--- config.mk ---
export PLATFORM = sky130hd
export DESIGN_NAME = update_knn13_udiv_seq_flat
export DESIGN_NICKNAME = d
export VERILOG_FILES = /design/src/rtl/update_knn13_udiv_seq_if.sv /design/src/rtl/update_knn13_udiv_seq.sv /design/src/flat_wrapper.sv
export SDC_FILE = /design/constraint.sdc
export NUM_CORES = 1
export LEC_CHECK = 0
export BUFFER_PORTS_ARGS = -buffer_cell sky130_fd_sc_hd__buf_2
export CORE_MARGIN = 1.5
export CORE_UTILIZATION = 49
export CTS_CLUSTER_DIAMETER = 80
export DETAILED_ROUTE_END_ITERATION = 10
export PLACE_DENSITY = 0.78
export SLEW_MARGIN = 20
export SYNTH_ARGS = -nofsm -noshare
export SYNTH_HDL_FRONTEND = slang
export SYNTH_SLANG_ARGS = --single-unit
--- constraint.sdc ---
create_clock -name clk -period 3.7 [get_ports clk]
set_clock_uncertainty 0.1 [all_clocks]
set_input_delay 0.185 -clock clk [delete_from_list [all_inputs] [get_ports clk]]
set_output_delay 0.185 -clock clk [all_outputs]
set_load 0.02 [all_outputs]
--- src/rtl/update_knn13_udiv_seq_if.sv ---
// Handshake bundle for the update_knn13 sequential divider:
// operand channel (valid/ready) and result channel (valid/ready).
interface update_knn13_udiv_seq_if #(
   parameter int unsigned DIVIDEND_WIDTH = 32,
   parameter int unsigned DIVISOR_WIDTH  = 15,
   parameter int unsigned QUOT_WIDTH     = 17
);
   logic                      in_valid;
   logic                      in_ready;
   logic [DIVIDEND_WIDTH-1:0] din0;
   logic [DIVISOR_WIDTH-1:0]  din1;
   logic                      out_valid;
   logic                      out_ready;
   logic [QUOT_WIDTH-1:0]     quot;
   logic [DIVISOR_WIDTH-1:0]  rem;
   logic                      ovf;
   logic                      dbz;

   modport master (
      output in_valid, din0, din1, out_ready,
      input  in_ready, out_valid, quot, rem, ovf, dbz
   );

   modport slave (
      input  in_valid, din0, din1, out_ready,
      output in_ready, out_valid, quot, rem, ovf, dbz
   );
endinterface

--- src/rtl/update_knn13_udiv_seq.sv ---
// Iterative unsigned restoring divider, one quotient bit per enabled cycle.
// Recovers the 17-bit factor from a 32-bit product and a 15-bit divisor.
module update_knn13_udiv_seq #(
   parameter int unsigned DIVIDEND_WIDTH = 32,
   parameter int unsigned DIVISOR_WIDTH  = 15,
   parameter int unsigned QUOT_WIDTH     = 17
) (
   input  logic                  clk,
   input  logic                  reset,
   input  logic                  ce,
   update_knn13_udiv_seq_if.slave bus
);
   localparam int unsigned CNT_W = $clog2(DIVIDEND_WIDTH + 1);

   typedef enum logic [1:0] {IDLE, CALC, DONE} state_t;

   state_t                    state;
   logic [CNT_W-1:0]          count;
   logic [DIVIDEND_WIDTH-1:0] dq;
   logic [DIVISOR_WIDTH-1:0]  divisor;
   logic [DIVISOR_WIDTH-1:0]  part;
   logic [QUOT_WIDTH-1:0]     quot_r;
   logic [DIVISOR_WIDTH-1:0]  rem_r;
   logic                      ovf_r;
   logic                      dbz_r;
   logic                      out_valid_r;

   logic [DIVISOR_WIDTH:0]    trial;
   logic [DIVISOR_WIDTH:0]    diff;
   logic                      fits;
   logic [DIVISOR_WIDTH-1:0]  part_next;
   logic [DIVIDEND_WIDTH-1:0] dq_next;
   logic                      accept;

   // dq shifts the dividend out at the top while quotient bits enter at the
   // bottom, so after the last step it holds the full quotient.
   always_comb begin
      trial     = {part, dq[DIVIDEND_WIDTH-1]};
      diff      = trial - {1'b0, divisor};
      fits      = (trial >= {1'b0, divisor});
      part_next = fits ? diff[DIVISOR_WIDTH-1:0] : trial[DIVISOR_WIDTH-1:0];
      dq_next   = {dq[DIVIDEND_WIDTH-2:0], fits};
   end

   assign bus.in_ready  = (state == IDLE) & ce & reset;
   assign bus.out_valid = out_valid_r;
   assign bus.quot      = quot_r;
   assign bus.rem       = rem_r;
   assign bus.ovf       = ovf_r;
   assign bus.dbz       = dbz_r;
   assign accept        = bus.in_valid & bus.in_ready;

   always_ff @(posedge clk or negedge reset) begin
      if (!reset) begin
         state       <= IDLE;
         count       <= '0;
         dq          <= '0;
         divisor     <= '0;
         part        <= '0;
         quot_r      <= '0;
         rem_r       <= '0;
         ovf_r       <= 1'b0;
         dbz_r       <= 1'b0;
         out_valid_r <= 1'b0;
      end else if (ce) begin
         case (state)
            IDLE: begin
               if (accept) begin
                  dq      <= bus.din0;
                  divisor <= bus.din1;
                  part    <= '0;
                  count   <= CNT_W'(DIVIDEND_WIDTH);
                  if (bus.din1 == '0) begin
                     quot_r      <= '1;
                     rem_r       <= bus.din0[DIVISOR_WIDTH-1:0];
                     ovf_r       <= 1'b0;
                     dbz_r       <= 1'b1;
                     out_valid_r <= 1'b1;
                     state       <= DONE;
                  end else begin
                     state <= CALC;
                  end
               end
            end
            CALC: begin
               dq    <= dq_next;
               part  <= part_next;
               count <= count - 1'b1;
               if (count == CNT_W'(1)) begin
                  quot_r      <= dq_next[QUOT_WIDTH-1:0];
                  rem_r       <= part_next;
                  ovf_r       <= |dq_next[DIVIDEND_WIDTH-1:QUOT_WIDTH];
                  dbz_r       <= 1'b0;
                  out_valid_r <= 1'b1;
                  state       <= DONE;
               end
            end
            DONE: begin
               if (bus.out_ready) begin
                  out_valid_r <= 1'b0;
                  state       <= IDLE;
               end
            end
            default: begin
               out_valid_r <= 1'b0;
               state       <= IDLE;
            end
         endcase
      end
   end
endmodule
--- src/flat_wrapper.sv ---
// flat-port wrapper written by rule: the top's interface ports become plain ports
module update_knn13_udiv_seq_flat 
#(
   parameter int unsigned DIVIDEND_WIDTH = 32,
   parameter int unsigned DIVISOR_WIDTH  = 15,
   parameter int unsigned QUOT_WIDTH     = 17
)
  (clk, reset, ce, bus_in_valid, bus_din0, bus_din1, bus_out_ready, bus_in_ready, bus_out_valid, bus_quot, bus_rem, bus_ovf, bus_dbz);
  update_knn13_udiv_seq_if #(.DIVIDEND_WIDTH(DIVIDEND_WIDTH), .DIVISOR_WIDTH(DIVISOR_WIDTH), .QUOT_WIDTH(QUOT_WIDTH)) bus_i ();
  input  logic clk;
  input  logic reset;
  input  logic ce;
  input wire logic [$bits(bus_i.in_valid)-1:0] bus_in_valid;
  input wire logic [$bits(bus_i.din0)-1:0] bus_din0;
  input wire logic [$bits(bus_i.din1)-1:0] bus_din1;
  input wire logic [$bits(bus_i.out_ready)-1:0] bus_out_ready;
  output wire logic [$bits(bus_i.in_ready)-1:0] bus_in_ready;
  output wire logic [$bits(bus_i.out_valid)-1:0] bus_out_valid;
  output wire logic [$bits(bus_i.quot)-1:0] bus_quot;
  output wire logic [$bits(bus_i.rem)-1:0] bus_rem;
  output wire logic [$bits(bus_i.ovf)-1:0] bus_ovf;
  output wire logic [$bits(bus_i.dbz)-1:0] bus_dbz;
  assign bus_i.in_valid = bus_in_valid;
  assign bus_i.din0 = bus_din0;
  assign bus_i.din1 = bus_din1;
  assign bus_i.out_ready = bus_out_ready;
  assign bus_in_ready = bus_i.in_ready;
  assign bus_out_valid = bus_i.out_valid;
  assign bus_quot = bus_i.quot;
  assign bus_rem = bus_i.rem;
  assign bus_ovf = bus_i.ovf;
  assign bus_dbz = bus_i.dbz;
  update_knn13_udiv_seq #(.DIVIDEND_WIDTH(DIVIDEND_WIDTH), .DIVISOR_WIDTH(DIVISOR_WIDTH), .QUOT_WIDTH(QUOT_WIDTH)) u_core (.clk(clk), .reset(reset), .ce(ce), .bus(bus_i));
endmodule
# Word level (Yosys, flattened, before mapping)
# Cells that the tools add are included.
word_totals:
  wordCells: 63
  out_inout_bits: 36
  regBits: 105
  input_bits: 52
op_classes:
  n_lt_le_gt_ge: 1
  mux: 31
  n_addsub: 2
  reduce_logical: 9
  bitwise_logic: 3
  n_eq_ne: 7
ops:
  columns: ["cell", "n"]
  rows:
  - ["two-way mux 15 bit", 5]
  - ["case mux 32 bit (2 select lines)", 1]
  - ["case mux 15 bit (2 select lines)", 2]
  - ["two-way mux 17 bit", 3]
  - ["case mux 17 bit (2 select lines)", 1]
  - ["two-way mux 32 bit", 1]
  - ["greater-or-equal comparator 16 x 15 -> 1 bit", 1]
  - ["logical NOT 15 bit", 1]
  - ["OR reduction 15 bit", 1]
  - ["subtractor 15 bit", 1]
  - ["case mux 6 bit (2 select lines)", 1]
  - ["AND reduction 5 bit", 2]
  - ["two-way mux 1 bit", 8]
  - ["two-way mux 2 bit", 4]
  - ["== test 6 x 1 -> 1 bit (second input constant)", 1]
  - ["two-way mux 6 bit", 1]
  - ["case mux 2 bit (3 select lines)", 1]
  - ["AND reduction 3 bit", 2]
  - ["subtractor 6 x 1 -> 6 bit (second input constant)", 1]
  - ["inequality test 2 x 1 -> 1 bit (second input constant)", 2]
  - ["inequality test 2 bit (second input constant)", 2]
  - ["case mux 1 bit (2 select lines)", 2]
  - ["AND reduction 4 bit", 1]
  - ["AND 1 bit", 3]
  - ["other kinds (5)", 5]

# Depth between registers and ports, before layout
# Gate-level depths: netlist of run 1.
depth:
  depth_word: 6
  ltp_mapped: 11
  depth_no_buf: 10

# Worst setup path before layout of run 1
# OpenSTA, ideal clock, no wires.
synth_timing:
  path_kind: "register -> register"
  start: "register u_core.divisor[0]"
  end: "register u_core.part[0]"
  path_slack_ps: 1184
  period_less_slack_ps: 2516
  setup_ps: 92
  t_arrival_ps: 2324
  n_path_buf: 1
  t_required_ps: 3508
  stages_incl_launch_ff: 11
  path_cell_list: "dfrtp_1 ha_1 fa_1 nor2b_1 o22a_2 o211ai_2 a31o_2 nand2_2 buf_6 mux2_4 o31ai_2"
synth_between:
  elab_chain_cells: 3
synth_lines:
  columns: ["element", "line", "rtl"]
  rows:
  - ["from (decl)", "update_knn13_udiv_seq.sv:20", "logic [DIVISOR_WIDTH-1:0] divisor;"]
  - ["from (signal assigned)", "update_knn13_udiv_seq.sv:70", "divisor <= bus.din1;"]
  - ["subtractor 15 bit or greater-or-equal comparator 16 x 15 -> 1 bit (tied branches)", "update_knn13_udiv_seq.sv:39, update_knn13_udiv_seq.sv:40", null]
  - ["two-way mux 15 bit (*)", "update_knn13_udiv_seq.sv:41", "part_next = fits ? diff[DIVISOR_WIDTH-1:0] : trial[DIVISOR_WIDTH-1:0];"]
  - ["case mux 15 bit (2 select lines) (*)", "update_knn13_udiv_seq.sv:66", "case (state)"]
  - ["to (signal assigned)", "update_knn13_udiv_seq.sv:87", "part <= part_next;"]
  - ["to (decl)", "update_knn13_udiv_seq.sv:21", "logic [DIVISOR_WIDTH-1:0] part;"]
# Every way passes the cells marked *; elsewhere a longest branch is shown, timed or not.
# A chain may end at the register's enable or synchronous reset.

# Worst setup path after layout of run 1
layout_timing:
  start: "register u_core.divisor[0]"
  end: "register u_core.rem_r[1], in the netlist u_core.bus.rem[1]"
layout_between:
  elab_chain_cells: 4
layout_lines:
  columns: ["element", "line", "rtl"]
  rows:
  - ["subtractor 15 bit or greater-or-equal comparator 16 x 15 -> 1 bit (tied branches)", "update_knn13_udiv_seq.sv:39, update_knn13_udiv_seq.sv:40", null]
  - ["two-way mux 15 bit (*)", "update_knn13_udiv_seq.sv:41", null]
  - ["two-way mux 15 bit (*)", "update_knn13_udiv_seq.sv:89", "if (count == CNT_W'(1)) begin"]
  - ["case mux 15 bit (2 select lines) (*)", "update_knn13_udiv_seq.sv:66", null]
  - ["to (signal assigned)", "update_knn13_udiv_seq.sv:75", "rem_r <= bus.din0[DIVISOR_WIDTH-1:0];"]
  - ["to (signal assigned)", "update_knn13_udiv_seq.sv:91", "rem_r <= part_next;"]
  - ["to (decl)", "update_knn13_udiv_seq.sv:23", "logic [DIVISOR_WIDTH-1:0] rem_r;"]
# Every way passes the cells marked *; elsewhere a longest branch is shown, timed or not. The select of a mux whose other input is x is not followed.

==> results by group, run 1 <==
CTS
  • Clock transition time at the flip-flop clock pins of the worst setup and hold paths: 0.07 ns
  • Number of H-tree branching levels: 3
  • Number of buffers created by CTS: 9
  • Clk sink count: 105
  • Clock tree from TritonCTS: built
  • # resized after CTS: 0
  • Clock latency on the worst-skew pair: between 0.3 and 0.4 ns
  • Bufs on Longest Clock Path: 2
  • Post-CTS setup buffer count: 0
  • Root buffer cell: clkbuf_16
  • Hold bufs inserted after CTS: 16

Power and ir drop
  • Pwr/cell area: 957 mW/mm^2
  • Switching portion of total power: 0.449
  • Total design power: 6.26 mW
  • Share of power burned in combinational logic: 0.528
  • Share of total power in sequential cells: 0.324
  • P_int: 3.45 mW
  • Worst vdd rail ir drop: 0.452 mV
  • Leak Pwr: 3.06 nW
  • Power share of the clock group: 0.148
  • Net Switching: between 2 and 3 mW

Global route
  • GRT Overall Usage: 0.238
  • Number of global-route vias before repair: 4672
  • Grt ovf: 0
  • Wire length of the first global-routing pass: about 22000 microns
  • Initial antenna violation count: 0
  • Maximum number of pins on one net before global-route repair: 85

Floorplan
  • Width of the chip: approximately 110 microns
  • Placement Rows: 38
  • Floorplan die area: between 0.01 and 0.015 sq mm
  • Initial core utilization: 0.507
  • Placeable core region: 0.0109 sq mm
  • Die outline height: 109 microns
  • Io pins: 88

Detailed routing
  • DRC violations left: 0
  • Via count: between 4k and 5k
  • Post-route ant nets: 0
  • Average routed wire per standard cell: 16.5 microns
  • Final wirelength: 13700 microns
  • Post-DR vias/cell: 5.68
  • Iter 0 DRT Violations: ~260
  • Number of optimization iterations in the first detailed-route pass: 5

STA
  • Worst Max-Slew Pin Slew: 0.876 ns
  • Max-slew violation count: 0
  • Shortest period the worst path allows: 3.04 ns
  • Setup TNS after final layout: 0 ns
  • Final hold vios: 1
  • Hold_ws: -0.00113 ns
  • Unrepaired setup endpoints after global routing: false
  • Maximum operating frequency: 329 MHz
  • Headroom to the max-slew limit: 0.416
  • Final setup violation count: 0
  • Fin crit share: 0.821

Cells and area
  • Relative area change from synthesis to final layout: 18.0%
  • Most common library cell in the layout ignoring fill and taps: dfrtp_1
  • Fill cells: 948
  • N_diodes: 0
  • Final cell count without fillers: 828
  • FF/Latch Area: between 0.002 and 0.003 sq mm
  • Number of nets in the finished design: 753
  • Area of the multi-input gates: 0.00265 sq mm
  • Share of post-route cells with drive strength above 1: 0.176
  • Design Area, Final: around 0.0065 sq mm
  • Leading cell types in the layout, fill and taps excluded: 105 x dfrtp_1, 88 x nand2_1, 86 x buf_2

Worst setup path
  • Sort of element at the end of the critical path: flop
  • Worst EP required: 3.85 ns
  • WP data arrival: 3.19 ns
  • Worst path bufs/invs: 0
  • Critical Path Slowest Stage Cell: nand2_2
  • Cell class contributing the biggest share of worst-path delay: compound AO/OA/AOI/OAI gates
  • Worst stage delay on the critical path: about 0.46 ns
  • CP Cell Sequence: ha_1 > fa_1 > nor2b_1 > o22a_2 > o211ai_2 > a31o_2 > nand2_2 > mux2_2 > o31ai_1
  • Largest fanout on the critical path: 21
  • Kind of critical path: reg2reg
  • Register-to-register path setup slack: 0.66 ns
  • Kind of launch point of the worst setup path: flop

Synthesis
  • Sequential fraction of the synthesis area: 0.474
  • Post-synth cell types: 54
  • Gate Count Post-Synth: approximately 600
  • Number of synthesis warnings: 0
  • Flop and latch count out of synthesis: 105
  • Synth Cell Area: 0.00554 sq mm
  • Average footprint of a synthesized cell: 9.30 sq um
  • Count of flip-flops with a built-in enable after synthesis: 0
  • Synth async-reset ratio: 1.00
  • Number of nets produced by synthesis: 666
  • Post-synth top flop: dfrtp_1

Place
  • Weighted congestion reported at the end of routability-driven placement: 0.901
  • Instance count after placement with tap cells included: 795
  • Number of buffers added on ports: 87
  • Dpl hpwl: 9770 microns
  • Placed Area: between 0.006 and 0.007 sq mm

Run status
  • Failing checks: negative hold slack
  • Outcome: finished with violations

Min path
  • Class of the tightest hold or removal check: in2reg

Job
  • Max-cap violations: 0
## power groups by stage
| stage | Combinational [mW] | Sequential (mW) | Clock (mW) |
|---|---|---|---|
| final | 3.30 | 2.03 | 0.924 |
| after global routing | 3.67 | 2.09 | 0.981 |
| after CTS | 3.29 | 2.02 | 0.928 |
| after detailed placement | 3.26 | 2.03 | 0 |
| after global placement | 3.16 | 2.01 | 0 |
| after floorplan | 2.31 | 2.15 | 0 |
## sequential cells by signal, summed over array words and instances (netlist names)
signal and flops:
u_core.bus.ovf 1, u_core.bus.dbz 1, u_core.part 15, u_core.divisor 15, u_core.count 6, u_core.state 2
u_core.bus.rem 15, u_core.bus.quot 17, u_core.bus.out_valid 1, u_core.dq 32
## final cells by class
type | instances | area share
well taps | 140 | 0.0268
clock buffers | 10 | 0.0350
inverters | 36 | 0.0207
multi-input cells | 421 | 0.405
clock inverters | 6 | 0.00804
repair buffers | 110 | 0.103
flip-flops and latches | 105 | 0.402
## cell families after synthesis
family	Yosys count	share of synthesized area
compound gates	174	0.188
simple gates	168	0.136
flops	105	0.474
buf+inv	70	0.0517
mux	45	0.0824
fa+ha+maj	18	0.0420
xor+xnor	16	0.0253
## synth_stat cells (all sizes together) (3+ instances only)
cell     instances  area, sq um
a22oi            9         67.6
dfrtp          105         2630
xnor2           10         87.6
inv             36          135
nor4             7         43.8
ha              17          213
o21ai           83          415
nor3             3         15.0
nand2           89          337
mux2i           43          430
nor2b            3         18.8
clkbuf          17         65.1
xor2             6         52.6
nor2            41          161
nand2b           5         31.3
o21a             4         30.0
o211ai           8         65.1
a31oi           14         87.6
a2bb2oi          3         26.3
o22ai            8         50.1
nand3            7         35.0
o31ai           10         80.1
nand4            5         31.3
a21oi           22          110
a21o             3         22.5
buf             17         86.3
## worst reg2reg max path, cell delays in order (launching register included)
cell	delay, ns
dfrtp_1	0.39
ha_1	0.23
fa_1	0.41
nor2b_1	0.17
o22a_2	0.21
o211ai_2	0.09
a31o_2	0.26
nand2_2	0.46
mux2_2	0.43
o31ai_1	0.20
## final timing paths
| path | startpoint | to | depth (start not counted) |
|---|---|---|---|
| worst min register to register | u_core.bus.dbz | u_core.bus.dbz | 2 |
| max in group asynchronous | reset | u_core.bus.rem[8] | 4 |
| worst min-delay path | bus_din0[3] | u_core.bus.rem[3] | 3 |
| worst max register to register | u_core.divisor[0] | u_core.bus.rem[1] | 9 |
| min in group asynchronous | reset | u_core.dq[23] | 2 |
| worst max-delay path | u_core.divisor[0] | u_core.bus.rem[1] | 9 |
## metrics by stage
stage	util	setup WS (ns)
after floorplan	-	1.18
after global placement	0.555	0.805
after detailed placement	0.555	0.728
after CTS	0.595	0.704
after global routing	0.598	0.492
final	0.598	0.663
## layer usage
layer,part of all wire,GRT usage,routed length [microns]
met2,0.49,0.409,6690
met1,0.44,0.306,6020
met3,0.048,0.0415,656
met5,0,0,0
met4,0.023,0.0724,308
Note: power is estimated with default switching activity, not from simulation.
==> inputs of run 2 (changes only) <==
--- a/config.mk
+++ b/config.mk
@@ -10,7 +10,7 @@
 export CORE_UTILIZATION = 49
 export CTS_CLUSTER_DIAMETER = 80
 export DETAILED_ROUTE_END_ITERATION = 10
-export PLACE_DENSITY = 0.78
+export PLACE_DENSITY = 0.8
 export SLEW_MARGIN = 20
 export SYNTH_ARGS = -nofsm -noshare
 export SYNTH_HDL_FRONTEND = slang
==> constraint.sdc (replaced) <==
create_clock -name clk -period 2.78 [get_ports clk]
set_clock_uncertainty 0.1 [all_clocks]
set_input_delay 0.139 -clock clk [delete_from_list [all_inputs] [get_ports clk]]
set_output_delay 0.139 -clock clk [all_outputs]
set_load 0.02 [all_outputs]
==> run 2 against run 1 <==
Effect of this change: the flow still finishes with violations (negative hold slack); setup slack got worse by 0.51 ns; first-iteration DRC count increased by 24%; sequential cell count did not move; clock-buffer cell count stayed put; die area unchanged; sequential share of layout area down 1.4 points; worst hold slack lost 0.0081 ns; via count increased by 2.9%; wire length increased by 6.3%; critical endpoint is now u_core.bus.rem[14]; largest cell class unchanged; largest power group unchanged; highest routed layer unchanged.
==> results by group, run 2 (synthesis gave the netlist of run 1 again) <==
Worst setup path
  • Kind of launch point of the worst setup path: input port
  • R2R depth: 11
  • Sort of element at the end of the critical path: flop
  • Register-to-register path setup slack: roughly 0.17 ns
  • Worst reg2reg startpoint: u_core.dq[31]
  • Start point of the critical path: bus_din1[6]
  • Critical Path Slowest Stage Cell: nor4_1
  • Worst EP required: 2.89 ns
  • WP data arrival: between 2 and 3 ns
  • Worst stage delay on the critical path: approximately 0.57 ns
  • CP Cell Sequence: dlygate4sd3_1 > buf_2 > nor4_1 > a41o_1 > o211ai_1 > buf_4 > nor2_1 > a21oi_1
  • Kind of critical path: in2reg
  • Critical register-to-register path endpoint: u_core.part[8]
  • Largest fanout on the critical path: 13

CTS
  • Clock tree from TritonCTS: built
  • Number of H-tree branching levels: 3
  • Bufs on Longest Clock Path: 2
  • Post-CTS setup buffer count: 0
  • Number of buffers created by CTS: 9
  • Clk sink count: 105
  • Clock latency on the worst-skew pair: 0.35 ns
  • Clock transition time at the flip-flop clock pins of the worst setup and hold paths: 0.07 ns
  • Root buffer cell: clkbuf_16

Cells and area
  • Number of nets in the finished design: 774
  • Largest register FFs: 32
  • Most common library cell in the layout ignoring fill and taps: dfrtp_1
  • Design Area, Final: 0.00677 sq mm
  • Largest register by flop count: u_core.dq
  • Share of post-route cells with drive strength above 1: 0.190
  • N_diodes: 0
  • Area of the multi-input gates: 0.00268 sq mm
  • Relative area change from synthesis to final layout: 22.2%
  • Fill cells: 971
  • Leading cell types in the layout, fill and taps excluded: 105 x dfrtp_1, 88 x nand2_1, 86 x buf_2
  • FF/Latch Area: 0.00263 sq mm

Global route
  • Initial antenna violation count: 0
  • Number of global-route vias before repair: just under 5k
  • Grt ovf: 0
  • Maximum number of pins on one net before global-route repair: 87
  • GRT Overall Usage: 0.255
  • Wire length of the first global-routing pass: 23500 microns

Detailed routing
  • DRC violations left: 0
  • Iter 0 DRT Violations: 327
  • Via count: 4843
  • Post-DR vias/cell: approximately 5.7
  • Average routed wire per standard cell: 17.1 microns
  • Post-route ant nets: 0
  • Final wirelength: 14500 microns
  • Number of optimization iterations in the first detailed-route pass: 4

Place
  • Placed Area: 0.00614 sq mm
  • Number of buffers added on ports: 87
  • Dpl hpwl: 10300 microns
  • Worst-case setup slack after placement: -0.00909 ns
  • Weighted congestion reported at the end of routability-driven placement: 0.836

STA
  • Fin crit share: 0.945
  • Shortest period the worst path allows: 2.63 ns
  • Max-slew violation count: 0
  • Hold_ws: -0.00926 ns
  • PnR worst setup slack: 0.154 ns
  • Final setup violation count: 0
  • Worst Max-Slew Pin Slew: ~0.77 ns
  • Maximum operating frequency: 381 MHz
  • Final hold vios: 5
  • Unrepaired setup endpoints after global routing: false
  • Headroom to the max-slew limit: 0.487
  • Setup TNS after final layout: 0 ns

Min path
  • Class of the tightest hold or removal check: in2reg
  • Number of instances on the worst hold path: 3
  • Hold Startpoint: bus_din0[28]
  • Hold worst-path end: u_core.dq[28]

Power and ir drop
  • Worst vdd rail ir drop: 0.723 mV
  • Pwr/cell area: around 1300 mW/mm^2
  • Leak Pwr: 3.16 nW
  • Total design power: just under 9 mW

Floorplan
  • Initial core utilization: 0.507
  • Die outline height: around 110 microns
  • Placement Rows: 38
  • Placeable core region: between 0.01 and 0.015 sq mm
  • Floorplan die area: 0.0120 sq mm
  • Width of the chip: 109 microns
  • Io pins: between 80 and 90

Run status
  • Outcome: finished with violations
  • Failing checks: negative hold slack

Job
  • Max-cap violations: 0
## run 2: cell count changes in the layout (fill, tap and decap cells not counted), sizes merged
cell and delta:
clkinvlp -1, buf +7, inv +1, dlygate4sd3 +14
## run 2: power by group
group | total (mW) | switching [mW] | internal, mW
combinational | 4.71 | 2.77 | 1.94
sequential | 2.70 | 0.497 | 2.21
clock | 1.26 | 0.624 | 0.632
## run 2: layout make-up
class / count / area share
multi-input cells: 421 / 0.395
flip-flops and latches: 105 / 0.388
repair buffers: 131 / 0.128
clock buffers: 10 / 0.0338
well taps: 140 / 0.0259
inverters: 36 / 0.0200
clock inverters: 6 / 0.00905
## run 2: critical path: cells and delay by family
family                 cells  cell delay [ns]
and+or+nand+nor            2             0.94
buffers and inverters      3             0.91
AOI/OAI and AO/OA          3             0.72
## run 2: worst max path at each step
stage,to,cells after the start
floorplan,u_core.part[0],10
global placement,u_core.part[4],10
detailed placement,u_core.part[4],11
CTS,u_core.part[8],11
global route,u_core.bus.rem[1],8
finish,u_core.bus.rem[14],8
## run 2: repair_timing
action | CTS | global route
resized for setup | 2 | 9
endpoints found under the hold margin | 48 | 0
hold buffers | 30 | 0
setup endpoints to repair | 5 | 25
## run 2: per-layer routing
layer | up-vias | share of wire | track usage
li1 | 2308 | - | -
met1 | 2385 | 0.43 | 0.319
met2 | 125 | 0.51 | 0.449
met3 | 25 | 0.035 | 0.0362
met4 | 0 | 0.024 | 0.0928
met5 | - | 0 | 0
## run 2: per-stage QoR
stage,std cells,util,hold WS (ns)
after floorplan,596,-,-0.257
after global placement,803,0.561,-0.0648
after detailed placement,803,0.561,-0.0625
after CTS,849,0.616,0.000712
after global routing,849,0.619,0.00918
final,849,0.619,-0.00926
==> inputs of run 3 (changes only) <==
--- a/config.mk
+++ b/config.mk
@@ -7,10 +7,10 @@
 export LEC_CHECK = 0
 export BUFFER_PORTS_ARGS = -buffer_cell sky130_fd_sc_hd__buf_2
 export CORE_MARGIN = 1.5
-export CORE_UTILIZATION = 49
+export CORE_UTILIZATION = 51
 export CTS_CLUSTER_DIAMETER = 80
 export DETAILED_ROUTE_END_ITERATION = 10
-export PLACE_DENSITY = 0.8
+export PLACE_DENSITY = 0.83
 export SLEW_MARGIN = 20
 export SYNTH_ARGS = -nofsm -noshare
 export SYNTH_HDL_FRONTEND = slang
==> run 3 against run 2 <==
Effect of this change: the run now ends clean; wire length is 2.1% higher; setup slack worse by 0.061 ns; final area is 1.5% higher; global-route usage is 1.5 points higher; first-iteration DRC count is 4.9% lower; sequential cell count stayed put; clock power is 19% lower; combinational power is 0.8% higher; clock-buffer cell count is 1 lower; critical path depth is 2 higher; critical path type is now reg2reg; critical endpoint is now u_core.part[3].
==> results by group, run 3 (synthesis gave the netlist of run 1 again) <==
Run status
  • Outcome: finished, final reports clean

Worst setup path
  • Worst EP required: 2.91 ns
  • Largest fanout on the critical path: 9
  • WP data arrival: 2.81 ns
  • Kind of critical path: reg2reg
  • Kind of launch point of the worst setup path: flop
  • Sort of element at the end of the critical path: flop

Cells and area
  • Leading cell types in the layout, fill and taps excluded: 105 x dfrtp_1, 88 x nand2_1, 86 x buf_2
  • N_diodes: 0
  • Final core utilization: 0.660
  • Most common library cell in the layout ignoring fill and taps: dfrtp_1
  • Design Area, Final: 0.00687 sq mm
  • Share of post-route cells with drive strength above 1: 0.184
  • Number of nets in the finished design: 792
  • Relative area change from synthesis to final layout: 24.1%
  • Largest register FFs: 32
  • Final cell count without fillers: 863
  • Largest register by flop count: u_core.dq
  • Fill cells: between 700 and 800

Detailed routing
  • Number of optimization iterations in the first detailed-route pass: 5
  • Average routed wire per standard cell: about 17 microns
  • Post-route ant nets: 0
  • Via count: 4998
  • DRC violations left: 0
  • Iter 0 DRT Violations: 311
  • Post-DR vias/cell: 5.79
  • Final wirelength: 14800 microns

Floorplan
  • Die outline height: 107 microns
  • Width of the chip: 107 microns
  • Initial core utilization: 0.532
  • Placement Rows: 37
  • Floorplan die area: 0.0115 sq mm
  • Io pins: 88
  • Placeable core region: approximately 0.010 sq mm

CTS
  • Post-CTS setup buffer count: 0
  • Root buffer cell: clkbuf_8
  • Clock latency on the worst-skew pair: 0.38 ns
  • Clock transition time at the flip-flop clock pins of the worst setup and hold paths: 0.11 ns
  • Clk sink count: about 110
  • Number of buffers created by CTS: 9
  • Clock tree from TritonCTS: built
  • Bufs on Longest Clock Path: 2
  • Number of H-tree branching levels: 3

Global route
  • Met1 track utilization from global routing: 0.332
  • Number of global-route vias before repair: 5067
  • Global-route met3 utilization: 0.0541
  • Grt ovf: 0
  • Initial antenna violation count: 0
  • Met2 usage: 0.466
  • GRT Overall Usage: 0.270
  • Wire length of the first global-routing pass: between 20000 and 25000 microns
  • Maximum number of pins on one net before global-route repair: 85
  • Most Crowded Layer GR: met2

STA
  • Setup TNS after final layout: 0 ns
  • Shortest period the worst path allows: 2.69 ns
  • Final setup violation count: 0
  • PnR worst setup slack: 0.0932 ns
  • Final hold vios: 0
  • Max-slew violation count: 0
  • Worst Max-Slew Pin Slew: 0.923 ns
  • Headroom to the max-slew limit: 0.382
  • Fin crit share: 0.966
  • Maximum operating frequency: 372 MHz

Place
  • Worst-case setup slack after placement: roughly 0.066 ns
  • Dpl hpwl: 10300 microns
  • Instance count after placement with tap cells included: about 800
  • Number of buffers added on ports: 87
  • Weighted congestion reported at the end of routability-driven placement: 0.928
  • Placed Area: 0.00612 sq mm

Power and ir drop
  • Worst vdd rail ir drop: 0.627 mV
  • Share of total power in sequential cells: 0.320
  • Power share of the clock group: 0.120
  • Leak Pwr: 3.20 nW
  • Switching portion of total power: 0.457
  • Share of power burned in combinational logic: 0.560
  • Pwr/cell area: 1230 mW/mm^2
  • P_int: 4.60 mW
  • Net Switching: 3.87 mW

Job
  • Max-cap violations: 0

Min path
  • Class of the tightest hold or removal check: in2reg
==> run 3: changes by cell type in the layout (fill, tap and decap cells not counted), moves of 2 or more <==
cell / delta
clkbuf_8: +9
clkbuf_16: -9
buf_4: -2
dlygate4sd3_1: +20
==> run 3: repair_timing <==
action,CTS,global route
endpoints found under the hold margin,92,0
hold buffers,50,0
resized for setup,0,11
endpoints found under the setup margin,0,21
==> run 3: layout make-up <==
class                      count  area [sq um]  area share
multi-input combinational    421          2670       0.389
sequential                   105          2630       0.382
timing repair buffer         149          1060       0.154
tap                          136           170      0.0248
inverter                      36           135      0.0197
clock buffer                   9           124      0.0180
clock inverter                 7          88.8      0.0129
==> run 3: through the flow <==
stage / hold WS [ns] / power (mW)
floorplan: -0.257 / 5.94
global placement: 0.163 / 6.99
detailed placement: 0.172 / 7.17
CTS: 0.0277 / 8.26
global route: 0.0611 / 9.07
finish: 0.0261 / 8.47
==> run 3: layer usage <==
layer / up-vias / routed length [microns]
met5: - / 0
met4: 0 / 333
met3: 36 / 810
met2: 181 / 7730
met1: 2446 / 5970
li1: 2335 / -
==> run 3: critical path: stages, from the launching register on <==
cell	delay, ns
dfrtp_1	0.40
ha_1	0.23
fa_1	0.43
nor2b_2	0.16
o22a_2	0.20
o211ai_2	0.09
a31o_2	0.26
nand2_2	0.14
buf_12	0.16
mux2i_1	0.27
o31ai_1	0.11
==> run 3: final timing paths <==
| kind | from | slack, ns | depth (start not counted) | to |
|---|---|---|---|---|
| setup / recovery | u_core.divisor[0] | 0.09 | 10 | u_core.part[3] |
| hold / removal | bus_din0[13] | 0.03 | 3 | u_core.dq[13] |
| setup reg to reg | u_core.divisor[0] | 0.09 | 10 | u_core.part[3] |
| hold reg to reg | u_core.bus.dbz | 0.40 | 2 | u_core.bus.dbz |
| max in group asynchronous | reset | 1.04 | 4 | u_core.part[4] |
| min in group asynchronous | reset | 0.29 | 3 | u_core.dq[22] |
==> run 3: power by group through the flow <==
stage | Sequential, mW | Clock [mW] | Combinational, mW
after CTS | 2.69 | 1.03 | 4.54
final | 2.71 | 1.02 | 4.75
after global placement | 2.69 | 0 | 4.30
after global routing | 2.78 | 1.09 | 5.20
after detailed placement | 2.72 | 0 | 4.46
after floorplan | 2.86 | 0 | 3.08
